$ cat src/rtl/adder_share_sched_if.sv
// Request/response bundle for the shared four-operand adder scheduler.
// master = requester/consumer side, slave = scheduler side.
interface adder_share_sched_if #(
  parameter int NREQ = 4,
  parameter int W    = 8,
  parameter int IDW  = $clog2(NREQ)
);
  logic [NREQ-1:0]   req_valid;
  logic [NREQ-1:0]   req_ready;
  logic [NREQ*W-1:0] req_a;
  logic [NREQ*W-1:0] req_b;
  logic [NREQ*W-1:0] req_c;
  logic [NREQ*W-1:0] req_d;
  logic              rsp_valid;
  logic              rsp_ready;
  logic [W+1:0]      rsp_sum;
  logic [IDW-1:0]    rsp_id;
  logic              busy;

  modport master (
    output req_valid, req_a, req_b, req_c, req_d, rsp_ready,
    input  req_ready, rsp_valid, rsp_sum, rsp_id, busy
  );

  modport slave (
    input  req_valid, req_a, req_b, req_c, req_d, rsp_ready,
    output req_ready, rsp_valid, rsp_sum, rsp_id, busy
  );
endinterface

$ cat src/rtl/adder_share_sched.sv
// Round-robin scheduler sharing one (W+2)-bit adder among NREQ requesters;
// each accepted request is reduced as ((a+b)+c)+d over three cycles.
module adder_share_sched #(
  parameter int NREQ = 4,
  parameter int W    = 8,
  parameter int IDW  = $clog2(NREQ)
) (
  input logic               clk,
  input logic               rst_n,
  adder_share_sched_if.slave bus
);

  typedef enum logic [2:0] {
    IDLE = 3'd0,
    ADD1 = 3'd1,
    ADD2 = 3'd2,
    ADD3 = 3'd3,
    RESP = 3'd4
  } state_t;

  state_t         state;
  logic [IDW-1:0] rr_ptr;
  logic [IDW-1:0] id;
  logic [W-1:0]   op_a;
  logic [W-1:0]   op_b;
  logic [W-1:0]   op_c;
  logic [W-1:0]   op_d;
  logic [W+1:0]   acc;
  logic           rsp_valid;
  logic           busy;

  logic [IDW-1:0] grant;
  logic           any_valid;
  logic [IDW:0]   cand;
  logic [W+1:0]   add_x;
  logic [W+1:0]   add_y;
  logic [W+1:0]   add_sum;

  // Rotating priority search: first valid requester at or after rr_ptr.
  always_comb begin
    grant     = '0;
    any_valid = 1'b0;
    cand      = '0;
    for (int k = 0; k < NREQ; k++) begin
      cand      = {1'b0, rr_ptr} + (IDW+1)'(k);
      cand      = (cand >= (IDW+1)'(NREQ)) ? cand - (IDW+1)'(NREQ) : cand;
      grant     = (!any_valid && bus.req_valid[cand[IDW-1:0]]) ? cand[IDW-1:0] : grant;
      any_valid = any_valid | bus.req_valid[cand[IDW-1:0]];
    end
  end

  // Accept strobe is combinational and suppressed while reset is asserted.
  assign bus.req_ready = (rst_n && (state == IDLE) && any_valid)
                       ? ({{(NREQ-1){1'b0}}, 1'b1} << grant)
                       : {NREQ{1'b0}};

  // Single shared adder; operands steered by the current chain step.
  always_comb begin
    case (state)
      ADD1: begin
        add_x = {2'b00, op_a};
        add_y = {2'b00, op_b};
      end
      ADD2: begin
        add_x = acc;
        add_y = {2'b00, op_c};
      end
      ADD3: begin
        add_x = acc;
        add_y = {2'b00, op_d};
      end
      default: begin
        add_x = '0;
        add_y = '0;
      end
    endcase
    add_sum = add_x + add_y;
  end

  // Scheduler FSM with registered response and busy outputs.
  always_ff @(posedge clk or negedge rst_n) begin
    if (!rst_n) begin
      state     <= IDLE;
      rr_ptr    <= '0;
      id        <= '0;
      op_a      <= '0;
      op_b      <= '0;
      op_c      <= '0;
      op_d      <= '0;
      acc       <= '0;
      rsp_valid <= 1'b0;
      busy      <= 1'b0;
    end else begin
      case (state)
        IDLE: begin
          if (any_valid) begin
            op_a   <= bus.req_a[int'(grant)*W +: W];
            op_b   <= bus.req_b[int'(grant)*W +: W];
            op_c   <= bus.req_c[int'(grant)*W +: W];
            op_d   <= bus.req_d[int'(grant)*W +: W];
            id     <= grant;
            rr_ptr <= (grant == IDW'(NREQ-1)) ? '0 : grant + IDW'(1);
            busy   <= 1'b1;
            state  <= ADD1;
          end else begin
            busy   <= 1'b0;
          end
        end
        ADD1: begin
          acc   <= add_sum;
          state <= ADD2;
        end
        ADD2: begin
          acc   <= add_sum;
          state <= ADD3;
        end
        ADD3: begin
          acc       <= add_sum;
          rsp_valid <= 1'b1;
          state     <= RESP;
        end
        RESP: begin
          // No accept here: a request must wait for the next IDLE cycle.
          if (bus.rsp_ready) begin
            rsp_valid <= 1'b0;
            busy      <= 1'b0;
            state     <= IDLE;
          end else begin
            rsp_valid <= 1'b1;
          end
        end
        default: begin
          rsp_valid <= 1'b0;
          busy      <= 1'b0;
          state     <= IDLE;
        end
      endcase
    end
  end

  assign bus.rsp_valid = rsp_valid;
  assign bus.rsp_sum   = acc;
  assign bus.rsp_id    = id;
  assign bus.busy      = busy;

endmodule

$ cat src/flat_wrapper.sv
// flat-port wrapper written by rule: the top's interface ports become plain ports
module adder_share_sched_flat 
#(
  parameter int NREQ = 4,
  parameter int W    = 8,
  parameter int IDW  = $clog2(NREQ)
)
  (clk, rst_n, bus_req_valid, bus_req_a, bus_req_b, bus_req_c, bus_req_d, bus_rsp_ready, bus_req_ready, bus_rsp_valid, bus_rsp_sum, bus_rsp_id, bus_busy);
  adder_share_sched_if #(.NREQ(NREQ), .W(W), .IDW(IDW)) bus_i ();
  input logic clk;
  input logic rst_n;
  input wire logic [$bits(bus_i.req_valid)-1:0] bus_req_valid;
  input wire logic [$bits(bus_i.req_a)-1:0] bus_req_a;
  input wire logic [$bits(bus_i.req_b)-1:0] bus_req_b;
  input wire logic [$bits(bus_i.req_c)-1:0] bus_req_c;
  input wire logic [$bits(bus_i.req_d)-1:0] bus_req_d;
  input wire logic [$bits(bus_i.rsp_ready)-1:0] bus_rsp_ready;
  output wire logic [$bits(bus_i.req_ready)-1:0] bus_req_ready;
  output wire logic [$bits(bus_i.rsp_valid)-1:0] bus_rsp_valid;
  output wire logic [$bits(bus_i.rsp_sum)-1:0] bus_rsp_sum;
  output wire logic [$bits(bus_i.rsp_id)-1:0] bus_rsp_id;
  output wire logic [$bits(bus_i.busy)-1:0] bus_busy;
  assign bus_i.req_valid = bus_req_valid;
  assign bus_i.req_a = bus_req_a;
  assign bus_i.req_b = bus_req_b;
  assign bus_i.req_c = bus_req_c;
  assign bus_i.req_d = bus_req_d;
  assign bus_i.rsp_ready = bus_rsp_ready;
  assign bus_req_ready = bus_i.req_ready;
  assign bus_rsp_valid = bus_i.rsp_valid;
  assign bus_rsp_sum = bus_i.rsp_sum;
  assign bus_rsp_id = bus_i.rsp_id;
  assign bus_busy = bus_i.busy;
  adder_share_sched #(.NREQ(NREQ), .W(W), .IDW(IDW)) u_core (.clk(clk), .rst_n(rst_n), .bus(bus_i));
endmodule
$ cat config.mk
export PLATFORM = sky130hd
export DESIGN_NAME = adder_share_sched_flat
export DESIGN_NICKNAME = d
export VERILOG_FILES = /design/src/rtl/adder_share_sched_if.sv /design/src/rtl/adder_share_sched.sv /design/src/flat_wrapper.sv
export SDC_FILE = /design/constraint.sdc
export NUM_CORES = 1
export LEC_CHECK = 0
export BUFFER_PORTS_ARGS = -buffer_cell sky130_fd_sc_hd__buf_4
export CELL_PAD_IN_SITES_DETAIL_PLACEMENT = 1
export CELL_PAD_IN_SITES_GLOBAL_PLACEMENT = 2
export CORE_MARGIN = 3
export CORE_UTILIZATION = 29
export CTS_CLUSTER_SIZE = 25
export DETAILED_ROUTE_END_ITERATION = 6
export GPL_ROUTABILITY_DRIVEN = 0
export PLACE_DENSITY = 0.93
export SYNTH_ARGS = -nofsm -noshare
export SYNTH_HDL_FRONTEND = slang
export SYNTH_SLANG_ARGS = --single-unit
$ cat constraint.sdc
create_clock -name clk -period 3.6 [get_ports clk]
set_input_delay 1.08 -clock clk [delete_from_list [all_inputs] [get_ports clk]]
set_output_delay 1.08 -clock clk [all_outputs]
set_load 0.005 [all_outputs]
==> qor.txt <==
Setup CP Type -> in2out
Starting Density -> 0.299
RR Endpoint -> u_core.bus.rsp_sum[9]
Ports -> 153
sequential-to-total area share from yosys stat -> 0.321
Unique masters post-synth -> 45
post-detail-place hpwl -> 11200 um
commonest non-fill, non-tap cell in the layout -> buf_4
Slew Limit Headroom -> 0.551
reg2reg path depth -> 12
commonest non-fill, non-tap cells in the layout -> 169 x buf_4, 51 x dfrtp_1, 35 x o31ai_1, 35 x a21oi_1, 33 x nand4_1
Die Wd -> 123 um
DRT Pass-1 Iters -> 4
# setup viols final -> 0
Yosys top cell area share -> 0.321
I/O Buffers -> 152
Endpoint, Worst Hold -> u_core.bus.rsp_valid
core area -> 13300 um2
crit start category -> input port
dominant cells by area after synthesis -> dfrtp_1 32%, mux2_4 11%, a221o_1 8.1%
post_cts resized -> 0
Via Count -> 4145
Bufs and invs on worst path -> 3
Die ar. -> 15100 um2
row count -> 42
Max-Cap Viols -> 0
Worst Skew -> 8.01 ps
total track usage -> 0.196
Lkg Pwr -> 2.58 nW
CTS Root Cell -> clkbuf_16
final setup TNS -> 0 ps
Max Slew Vio Count -> 0
Achievable Freq -> 290 MHz
Mapped Cells -> 422
post-route ant nets -> 0
Synth Cell Area -> 3970 um2
slowest cell on the critical path -> nor2_1
number of synthesized flops with an enable pin -> 0
YS warnings -> 0
largest net degree at the start of global routing -> 52
vias in the first global route -> 4480
minimum clock period -> 3450 ps
vias per inst -> 5.65
H-tree depth -> 2
CP max stage delay -> 330 ps
TritonCTS clock tree -> done
status -> complete, no violations
pin slew with the least headroom to its limit -> 674 ps
largest area contributor in the netlist -> dfrtp_1
post-route DRC violation count -> 0
Num CTS Buffers -> 5
CTS clk-pin slew, worst paths -> 70 ps
beginning of the worst hold path -> u_core.bus.rsp_valid
WP data required -> 2520 ps
critical path capture point type -> output port
ratio of cells with drive above 1 in the final layout -> 0.405
Pwr Total -> 4.25 mW
RSZ-0062 raised after global routing -> false
Main synth FF type -> dfrtp_1
routed length per instance -> 20.1 um
CTS Hold Bufs -> 0
Inserted Diodes -> 0
asr flop ratio synth -> 1.00
initial antenna violation count -> 0
Initial DRC Count -> 147
Top Family by Delay on Critical Path -> simple AND/OR/NAND/NOR gates
crit path max fanout -> 3
Min-Delay Path Class -> reg2reg
Nets -> 705
Seq cells post-synth -> 51
final hold viol count -> 0
Pwr Density -> 780 nW/um2
maximum buffer depth of the clock tree -> 2
die height -> 123 um
Post-CTS Setup Inserts -> 0
CP Data Arrival Time -> 2370 ps
synthesized area per cell -> 9.41 um2
clock sinks -> 51
CP Cell Sequence -> buf_4 -> nor2_1 -> a211oi_2 -> nor2_2 -> inv_2 -> ha_1 -> and3_1 -> buf_4
worst skew pair latency -> 290 ps
syn nets -> 570
reg-to-reg startpoint -> u_core.state[0]
Hold Crit Depth -> 1
first-pass GRT wire length -> 23600 um
Max IR drop VDD -> 0.368 mV
Post-Route WL -> 14800 um
final worst path period share -> 0.958
total gr overflow -> 0
R2R Setup Slk -> 480 ps
synthesis-to-finish area growth -> 37.3%
critical path's most frequent cell -> buf_4
==> cell type report <==
cell class                 count  area (um2)
sequential                    51        1280
timing repair buffer         169        1270
clock inverter                 1        7.51
fill                        1521        7840
clock buffer                   7         153
inverter                       6        25.0
multi-input combinational    324        2500
tap                          176         220
==> synth_stat cells (4+ instances only) <==
library cell,instances
nand2b_1,5
clkbuf_1,35
mux2_2,8
ha_1,12
mux2_4,28
buf_6,4
a22oi_1,15
a221o_1,32
nand2_1,23
a211oi_1,4
dfrtp_1,51
a21o_1,4
mux2_1,4
o31ai_1,35
and3_1,7
nand4_1,33
nor3_1,5
a21oi_1,36
inv_1,4
nor2_1,27
o21ai_0,14
==> worst max path at each step <==
stage / from / endpoint / slack (ps) / cells past startpoint
CTS: bus_req_valid[3] / bus_req_ready[3] / 70 / 7
floorplan: bus_req_valid[2] / bus_req_ready[3] / 410 / 8
global route: bus_req_valid[0] / bus_req_ready[0] / 90 / 8
detailed placement: bus_req_valid[0] / bus_req_ready[0] / 80 / 8
global placement: bus_req_valid[3] / bus_req_ready[3] / 160 / 7
finish: bus_req_valid[0] / bus_req_ready[0] / 150 / 8
==> where the power goes <==
group          internal (mW)  switching, mW  total [mW]
clock                  0.296          0.210       0.506
sequential             0.856          0.225        1.08
combinational           1.21           1.45        2.67
==> metal layers <==
metal,up-vias,global-route usage,wire [um]
li1,1932,-,-
met1,2059,0.259,6320
met2,133,0.332,7360
met3,21,0.0389,848
met4,0,0.0464,237
met5,-,0,0
==> registers in the layout (all words and copies together), names as in the netlist <==
name and cells:
u_core.bus.rsp_sum 10, u_core.op_a 8, u_core.op_b 8, u_core.op_c 8
u_core.op_d 8, u_core.state 3, u_core.bus.rsp_id 2, u_core.rr_ptr 2
u_core.bus.busy 1, u_core.bus.rsp_valid 1
==> logic make-up (layout without fill, tap and decap cells) <==
| group | after synthesis | after routing | share of synthesized area |
|---|---|---|---|
| simple gates | 112 | 112 | 0.146 |
| buf+inv | 47 | 183 | 0.0526 |
| fa+ha+maj | 13 | 13 | 0.0429 |
| xor+xnor | 3 | 3 | 0.00662 |
| mux | 42 | 42 | 0.145 |
| compound gates | 154 | 154 | 0.285 |
| flops | 51 | 51 | 0.321 |
==> through the flow <==
step / area, um2 / hold slack, ps / std cells / util / setup WS (ps)
after detailed placement: 5290 / 491 / 726 / 0.398 / 75.3
after CTS: 5450 / 507 / 734 / 0.410 / 68.5
after global routing: 5450 / 524 / 734 / 0.410 / 85.1
after global placement: 5290 / 463 / 726 / 0.398 / 165
final: 5450 / 498 / 734 / 0.410 / 152
after floorplan: 3970 / 473 / 422 / - / 415
(Power assumes the default switching activity.)
